**src/rtl/mem_arbiter.sv**
```systemverilog
// Data memory array with a shared write port: the core store port (never stalled,
// buffered through an in-order FIFO) and an external valid/ready port with a starvation bound.
module mem_arbiter #(
    parameter int  NUM_MEM      = 16,
    parameter int  REG_WIDTH    = 32,
    parameter int  FIFO_DEPTH   = 4,
    parameter int  STARVE_LIMIT = 4,
    localparam int MEM_SELECT   = $clog2(NUM_MEM),
    localparam int CNT_W        = $clog2(FIFO_DEPTH) + 1
) (
    input  logic                           clk,
    input  logic                           rst,
    input  logic                           i_core_store_enable,
    input  logic [MEM_SELECT-1:0]          i_core_store_select,
    input  logic [REG_WIDTH-1:0]           i_core_store_word,
    input  logic                           i_ext_valid,
    output logic                           o_ext_ready,
    input  logic [MEM_SELECT-1:0]          i_ext_select,
    input  logic [REG_WIDTH-1:0]           i_ext_word,
    output logic [NUM_MEM*REG_WIDTH-1:0]   o_mem,
    output logic [CNT_W-1:0]               o_fifo_count,
    output logic                           o_busy,
    output logic                           o_overflow
);

    localparam int PTR_W    = $clog2(FIFO_DEPTH);
    localparam int STARVE_W = $clog2(STARVE_LIMIT + 1);

    logic [REG_WIDTH-1:0]  mem_q [NUM_MEM];
    logic [MEM_SELECT-1:0] fifo_sel  [FIFO_DEPTH];
    logic [REG_WIDTH-1:0]  fifo_word [FIFO_DEPTH];

    logic [PTR_W-1:0]    rd_ptr_q, wr_ptr_q;
    logic [CNT_W-1:0]    count_q, count_next;
    logic [STARVE_W-1:0] starve_q, starve_next;
    logic                overflow_q;

    logic                  starve_grant, fifo_empty, fifo_full, ext_xfer;
    logic                  wr_en, push_req, push_ok, pop, drop;
    logic [MEM_SELECT-1:0] wr_sel;
    logic [REG_WIDTH-1:0]  wr_word;

    assign starve_grant = (starve_q == STARVE_W'(STARVE_LIMIT));
    assign fifo_empty   = (count_q == '0);
    assign fifo_full    = (count_q == CNT_W'(FIFO_DEPTH));
    // Ready never looks at i_ext_valid, so the requester may wait on it freely.
    assign o_ext_ready  = starve_grant || (fifo_empty && !i_core_store_enable);
    assign ext_xfer     = i_ext_valid && o_ext_ready;

    // Write-source selection; exactly one array write per cycle at most.
    always_comb begin
        wr_en    = 1'b0;
        wr_sel   = '0;
        wr_word  = '0;
        push_req = 1'b0;
        pop      = 1'b0;
        if (starve_grant && i_ext_valid) begin
            wr_en    = 1'b1;
            wr_sel   = i_ext_select;
            wr_word  = i_ext_word;
            push_req = i_core_store_enable;
        end else if (!fifo_empty) begin
            wr_en    = 1'b1;
            wr_sel   = fifo_sel[rd_ptr_q];
            wr_word  = fifo_word[rd_ptr_q];
            pop      = 1'b1;
            push_req = i_core_store_enable;
        end else if (i_core_store_enable) begin
            wr_en    = 1'b1;
            wr_sel   = i_core_store_select;
            wr_word  = i_core_store_word;
        end else if (i_ext_valid) begin
            wr_en    = 1'b1;
            wr_sel   = i_ext_select;
            wr_word  = i_ext_word;
        end
    end

    // A full FIFO still accepts a push in a cycle that also pops.
    assign push_ok = push_req && (!fifo_full || pop);
    assign drop    = push_req && !push_ok;

    always_comb begin
        count_next = count_q;
        case ({push_ok, pop})
            2'b10:   count_next = count_q + CNT_W'(1);
            2'b01:   count_next = count_q - CNT_W'(1);
            default: count_next = count_q;
        endcase
    end

    always_comb begin
        starve_next = starve_q;
        if (!i_ext_valid || ext_xfer) begin
            starve_next = '0;
        end else if (!starve_grant) begin
            starve_next = starve_q + STARVE_W'(1);
        end
    end

    always_ff @(posedge clk) begin
        if (!rst) begin
            for (int k = 0; k < NUM_MEM; k++) begin
                mem_q[k] <= '0;
            end
            rd_ptr_q   <= '0;
            wr_ptr_q   <= '0;
            count_q    <= '0;
            starve_q   <= '0;
            overflow_q <= 1'b0;
        end else begin
            if (wr_en) begin
                mem_q[wr_sel] <= wr_word;
            end
            if (push_ok) begin
                wr_ptr_q <= wr_ptr_q + PTR_W'(1);
            end
            if (pop) begin
                rd_ptr_q <= rd_ptr_q + PTR_W'(1);
            end
            count_q  <= count_next;
            starve_q <= starve_next;
            if (drop) begin
                overflow_q <= 1'b1;
            end
        end
    end

    // Entry storage needs no reset; occupancy is tracked by the pointers and count.
    always_ff @(posedge clk) begin
        if (rst && push_ok) begin
            fifo_sel[wr_ptr_q]  <= i_core_store_select;
            fifo_word[wr_ptr_q] <= i_core_store_word;
        end
    end

    for (genvar g = 0; g < NUM_MEM; g++) begin : g_mem_out
        assign o_mem[g*REG_WIDTH +: REG_WIDTH] = mem_q[g];
    end

    assign o_fifo_count = count_q;
    assign o_busy       = !fifo_empty;
    assign o_overflow   = overflow_q;

endmodule

```
**config.mk**
```make
export PLATFORM = sky130hd
export DESIGN_NAME = mem_arbiter
export DESIGN_NICKNAME = d
export VERILOG_FILES = /design/src/rtl/mem_arbiter.sv
export SDC_FILE = /design/constraint.sdc
export NUM_CORES = 1
export LEC_CHECK = 0
export ABC_AREA = 1
export CAP_MARGIN = 40
export CORE_MARGIN = 2
export CORE_UTILIZATION = 45
export DETAILED_ROUTE_END_ITERATION = 7
export GPL_TIMING_DRIVEN = 0
export PLACE_DENSITY = 0.75
export SLEW_MARGIN = 40
export SYNTH_ARGS = -nofsm -noshare
export SYNTH_HDL_FRONTEND = slang
export SYNTH_SLANG_ARGS = --single-unit
```
**constraint.sdc**
```tcl
create_clock -name clk -period 3.9 [get_ports clk]
set_clock_uncertainty 0.15 [all_clocks]
set_input_delay 0.585 -clock clk [delete_from_list [all_inputs] [get_ports clk]]
set_output_delay 0.585 -clock clk [all_outputs]
set_load 0.05 [all_outputs]
```
==> results.toml, run 1 <==
[logic_synthesis]
synth_top_area_share = 0.764
synth_top_family_by_area = "simple AND/OR/NAND/NOR gates"
synth_cell_type_count = 34
synth_top_area_cell = "edfxtp_1"
syn_area_sq_um = 25800
synth_adder_area_share = 0.00369
synth_seq_area_share = 0.774
synth_compound_area_frac = 0.0315
synth_area_leaders = "edfxtp_1 (76%), nor2_1 (8.3%), buf_6 (2.4%)"
yosys_warnings = 0
ys_ff_latch = 669
synthXorXnorAreaFrac = 0.000340
synth_nets = 1951
syn_inst = 1868
syn_avg_cell_area_sq_um = 13.8
synth-simple-area-share = 0.146
synth_mux_area_frac = 0

[final_layout]
area.growth.synth_to_final_pct = 36.8
multiInputGateArea_sq_um = 4790
final-seq-area_sq_um = 20000
utilization = 0.624
drive_gt1_frac = 0.137
fillCellCount = 4062
nets = 2628

[min_path]
hold_class = "in2reg"

[clock_tree]
hold_buffers = 0
tritoncts = "done"
htreeDepth = 3
cts_resized = 0
cts_sinks = 669
postCtsSetupBuffers = 0
clk_pin_slew_ns = 0.06
insertion_delay_ns = 0.60
numCtsBuffers = 70
clock-root-buffer = "clkbuf_16"
clockBufferDepth = 3

[critical_path]
worst_ep_arrival_time_ns = 3.63
worst-endpoint-required_ns = 4.06
path_class = "reg2reg"
startpoint_type = "flip-flop"
end_kind = "flip-flop"
cp_max_fo = 15

[timing]
setup_viol = 0
fin_crit_sh = 0.889
relSlewSlack = 0.450
finalHoldViolCount = 0
fin_crit_ns = 3.47
finalMaxSlewViolations = 0
worstMarginPinSlew_ns = 0.822
fmax_ghz = 0.288
rsz0062_at_grt = "no"
hold-worst-slack_ns = 0.308
worst_slack_ns = 0.431

[drt]
detail_route.vias_per_cell = 5.31
wl_per_cell_um = 24.7
firstDrtPassIters = 5
vias = 17800
antenna_left = 0
dr.first_iter.drc_count = 1840
wl_um = 82800
drc = 0

[placement]
dpl_worst_slack_ns = -0.0349
hpwl_um = 59900
port_buffers = 591
place.gp.congestion = 0.898

[status]
status = "finished clean"

[floorplanning]
core_sq_um = 56500
die_h_um = 243
ioPinCount = 594
die_w_um = 243
rows = 87
initial_core_util = 0.457
die_area_sq_um = 59200

[global_routing]
grt_pass1_vias = 17300
grt.total_usage = 0.274
antenna_found_initial = 3
grt_max_degree = 33
grt_pass1_wl_um = 118000
grt_overflow = 0

[run]
cap_viol_max_count = 0

[power]
powerDensity_nw_per_um2 = 766
p_leak_nw = 13.1
peakVddDrop_v = 0.000485
==> cell type report <==
type                    instances  share of cell area
diodes                          2            0.000142
multi-input cells            1023               0.136
well taps                     756              0.0268
clock buffers                  85              0.0527
plain buffers                 132              0.0281
clock inverters                41             0.00780
flip-flops and latches        669               0.566
inverters                      44             0.00468
repair buffers                605               0.178
==> layout by cell type, fill, tap and decap left out, types with 2 or more instances in the layout <==
cell type	netlist	final
clkbuf_1	25	35
inv_6	0	5
a22oi_1	13	13
nor2_8	3	3
clkinv_2	0	13
o22ai_1	18	18
buf_2	42	42
nor2_2	66	66
clkinvlp_4	0	4
clkinv_1	0	16
nand2_2	5	12
a21oi_1	22	22
buf_8	0	2
nand2_4	18	27
buf_4	7	7
and2_1	11	11
bufinv_16	0	2
nand3_2	3	3
nand2_1	155	139
clkbuf_2	0	2
o21ai_0	84	84
buf_6	55	55
diode_2	0	2
nor2_4	6	10
a21oi_2	5	5
nor2_1	573	569
buf_1	3	3
nor3_1	11	11
buf_16	0	12
clkdlybuf4s50_1	0	591
ha_1	6	6
inv_1	36	36
clkbuf_16	0	72
inv_2	8	8
and2b_4	2	2
nand3_1	15	15
dfxtp_1	13	13
edfxtp_1	656	656
==> Yosys cell counts <==
master and number:
nor3_1 11, nor2_4 6, nand3_2 3, a21oi_1 22, nand2_4 18, buf_1 3, nor2_1 573, nand2_2 5
fa_1 1, and2b_4 2, clkbuf_1 25, o21ai_0 84, inv_2 8, nor2_2 66, a21oi_2 5, xnor2_1 1
nor2_8 3, and2_1 11, buf_2 42, o22ai_1 18, nand2_1 155, a22oi_1 13, dfxtp_1 13, buf_4 7
o21a_1 1, o21ai_2 1, edfxtp_1 656, o21ai_1 1, a21boi_0 1, nand3_1 15, inv_1 36, buf_6 55
ha_1 6, nand4_1 1
==> where the power goes <==
| group | switching (mW) | leakage (nW) | internal (mW) | total, mW |
|---|---|---|---|---|
| logic | 8.55 | 5.31 | 2.73 | 11.3 |
| registers | 0.327 | 6.71 | 9.10 | 9.43 |
| clock network | 2.76 | 1.04 | 3.54 | 6.31 |
==> registers in the layout, summed over array words and instances, names as in the netlist, named ones only <==
register and cells:
rd_ptr_q 2, starve_q 3, mem_q 512, o_overflow 1, fifo_word 128, o_fifo_count 3, fifo_sel 16, wr_ptr_q 2
==> metal layers <==
metal | GRT usage | vias to the layer above | part of all wire
met1 | 0.339 | 8728 | 0.36
li1 | - | 7773 | -
met2 | 0.476 | 1161 | 0.51
met3 | 0.0575 | 149 | 0.097
met4 | 0.101 | 0 | 0.034
met5 | 0 | - | 0
==> cell families after synthesis <==
family | Yosys count
fa+ha+maj | 7
simple gates | 869
xor+xnor | 1
buf+inv | 176
compound gates | 146
flops | 669
==> through the flow <==
| step | area [sq um] | power [mW] | instances | setup TNS, ns |
|---|---|---|---|---|
| detailed placement | 33100 | 20.8 | 3228 | -1.31 |
| CTS | 35200 | 27.0 | 3354 | 0 |
| global placement | 32700 | 20.5 | 3215 | -540.48 |
| finish | 35300 | 27.0 | 3357 | 0 |
| global route | 35300 | 27.9 | 3355 | 0 |
| floorplan | 25800 | 16.3 | 1868 | -12.99 |
==> worst max-delay path, cell delays in order (launching register included) <==
cell and delay [ns]:
dfxtp_1 0.36, inv_1 0.06, ha_1 0.23, nand2_2 0.14
nor2_4 0.07, buf_6 0.15, buf_2 0.21, buf_2 0.25
nand3_1 0.21, nand4_1 0.42, nor2_4 0.67, buf_16 0.23
==> worst paths after layout <==
path | from | to | slack [ns] | cells past startpoint
max | starve_q[0]$_SDFFE_PP0P_ | fifo_sel[2][3]$_DFFE_PP_ | 0.43 | 11
min reg2reg | starve_q[0]$_SDFFE_PP0P_ | starve_q[0]$_SDFFE_PP0P_ | 0.32 | 1
min | rst | wr_ptr_q[0]$_SDFFE_PN0N_ | 0.31 | 3
max reg2reg | starve_q[0]$_SDFFE_PP0P_ | fifo_sel[2][3]$_DFFE_PP_ | 0.43 | 11
(Power assumes the default switching activity.)
==> run 2: changes to the inputs <==
--- a/config.mk
+++ b/config.mk
@@ -11,2 +11,3 @@
 export CORE_UTILIZATION = 45
+export CTS_CLUSTER_SIZE = 25
 export DETAILED_ROUTE_END_ITERATION = 7
--- a/constraint.sdc
+++ b/constraint.sdc
@@ -4,2 +4,2 @@
 set_output_delay 0.585 -clock clk [all_outputs]
-set_load 0.05 [all_outputs]
+set_load 0.01 [all_outputs]
==> run 2 against run 1 <==
- critical path depth did not move
- combinational power fell by 22%
- design area barely moved
- worst setup slack got worse by 0.0017 ns
- sequential power barely moved
- sequential cell count did not move
- non-clock buffer count did not move
- first-iteration DRC count rose by 8.0%
- cell count barely moved
- clock-buffer cell count fell by 1
- critical path type unchanged
- largest cell class unchanged
==> results.toml, run 2 (synthesis results as in run 1) <==
[timing]
worstMarginPinSlew_ns = 0.818
fmax_ghz = 0.288
rsz0062_at_grt = "no"
final.setup.tns_ns = 0
finalHoldViolCount = 0
fin_crit_sh = 0.890
setup_viol = 0
finalMaxSlewViolations = 0
relSlewSlack = 0.453
fin_crit_ns = 3.47

[placement]
hpwl_um = 59900
place.gp.congestion = 0.898
port_buffers = 591

[global_routing]
grt.total_usage = 0.274
grt_overflow = 0
grt_max_degree = 33
grt_pass1_wl_um = 118000
antenna_found_initial = 3
grt_pass1_vias = 17300

[power]
powerDensity_nw_per_um2 = 696
p_comb_frac = 0.359
total_power_mw = 24.5
p_int_mw = 15.4
switching_share = 0.373
p_sw_mw = 9.15
p_seq_frac = 0.384
peakVddDrop_v = 0.000463
p_leak_nw = 13.1
clockPowerShare = 0.256

[floorplanning]
die_area_sq_um = 59200
initial_core_util = 0.457
die_h_um = 243
core_sq_um = 56500
rows = 87
die_w_um = 243
ioPinCount = 594

[clock_tree]
htreeDepth = 3
tritoncts = "done"
clockBufferDepth = 3
hold_buffers = 0
postCtsSetupBuffers = 0
clk_pin_slew_ns = 0.06
numCtsBuffers = 70
cts_resized = 0
cts_sinks = 669
insertion_delay_ns = 0.60
clock-root-buffer = "clkbuf_16"

[critical_path]
startpoint_type = "flip-flop"
cpPeakStageDelay_ns = 0.67
worst-endpoint-required_ns = 4.06
end_kind = "flip-flop"
worst_ep_arrival_time_ns = 3.63
slowest_stage = "nor2_4"
crit_chain = "inv_1 > ha_1 > nand2_2 > nor2_4 > buf_6 > buf_2 > buf_2 > nand3_1 > nand4_1 > nor2_4 > buf_16"
path_class = "reg2reg"
cp_num_buf_inv = 5
cp_max_fo = 15
crit_family = "simple AND/OR/NAND/NOR gates"

[drt]
dr.first_iter.drc_count = 1987
detail_route.vias_per_cell = 5.33
firstDrtPassIters = 5
wl_per_cell_um = 24.6
vias = 17900
antenna_left = 0
wl_um = 82600
drc = 0

[final_layout]
nets = 2628
layout_common_cells = "edfxtp_1 (656), clkdlybuf4s50_1 (591), nor2_1 (569), nand2_1 (139), o21ai_0 (84)"
reg_top3 = "mem_q: 512 flops, fifo_word: 128 flops, fifo_sel: 16 flops"
final_common_cell = "edfxtp_1"
drive_gt1_frac = 0.136
largest_register_ffs = 512
regMostFlops = "mem_q"
area.growth.synth_to_final_pct = 36.7

[run]
cap_viol_max_count = 0

[min_path]
hold_class = "in2reg"

[status]
status = "finished clean"
==> run 2: cell count changes in the layout (fill, tap and decap cells not counted) <==
cell / delta
clkbuf_1: -1
clkinv_1: +1
clkinv_2: -1
clkinvlp_4: -1
diode_2: -1
inv_6: +1
==> run 2: metal layers <==
| metal | share of wire | routed length [um] | GRT usage |
|---|---|---|---|
| met3 | 0.099 | 8150 | 0.0607 |
| met4 | 0.036 | 2940 | 0.103 |
| met5 | 0 | 0 | 0 |
| met2 | 0.51 | 42100 | 0.476 |
| met1 | 0.36 | 29400 | 0.335 |
==> run 2: path summary, 6_finish.rpt <==
path,start,to,slack (ns),cells past startpoint
setup / recovery,starve_q[0]$_SDFFE_PP0P_,fifo_word[2][14]$_DFFE_PP_,0.43,11
hold reg to reg,starve_q[0]$_SDFFE_PP0P_,starve_q[0]$_SDFFE_PP0P_,0.32,1
setup reg to reg,starve_q[0]$_SDFFE_PP0P_,fifo_word[2][14]$_DFFE_PP_,0.43,11
hold / removal,rst,wr_ptr_q[0]$_SDFFE_PN0N_,0.32,3
==> run 2: tightest hold or removal path, cell delays in order <==
cell	delay, ns
clkbuf_1	0.23
o21ai_0	0.14
a21oi_1	0.05
==> run 2: power groups by stage <==
stage | sequential, mW | clock, mW | combinational (mW)
2_1_floorplan | 9.96 | 0 | 3.81
3_3_place_gp | 9.58 | 0 | 8.50
3_5_place_dp | 9.58 | 0 | 8.77
4_1_cts | 9.44 | 6.34 | 8.82
5_1_grt | 9.51 | 6.62 | 9.30
6_report | 9.43 | 6.30 | 8.82
==> run 2: cell type report <==
cell class | count | area [sq um]
fill | 4066 | 21200
sequential | 669 | 20000
timing repair buffer | 605 | 6280
multi-input combinational | 1023 | 4790
clock buffer | 84 | 1860
buffer | 132 | 990
tap | 756 | 946
clock inverter | 41 | 275
inverter | 44 | 165
antenna | 1 | 2.50
==> run 2: metrics by stage <==
stage               cell area, sq um  utilization  hold WS, ns  worst slack [ns]  instances
finish                         35300        0.624        0.316             0.430       3355
detailed placement             33100        0.586        0.316           -0.0349       3228
global placement               32700        0.578        0.277             -1.83       3215
global route                   35300        0.624        0.312             0.291       3354
floorplan                      25800            -        0.267             0.212       1868
CTS                            35200        0.624        0.265             0.453       3353
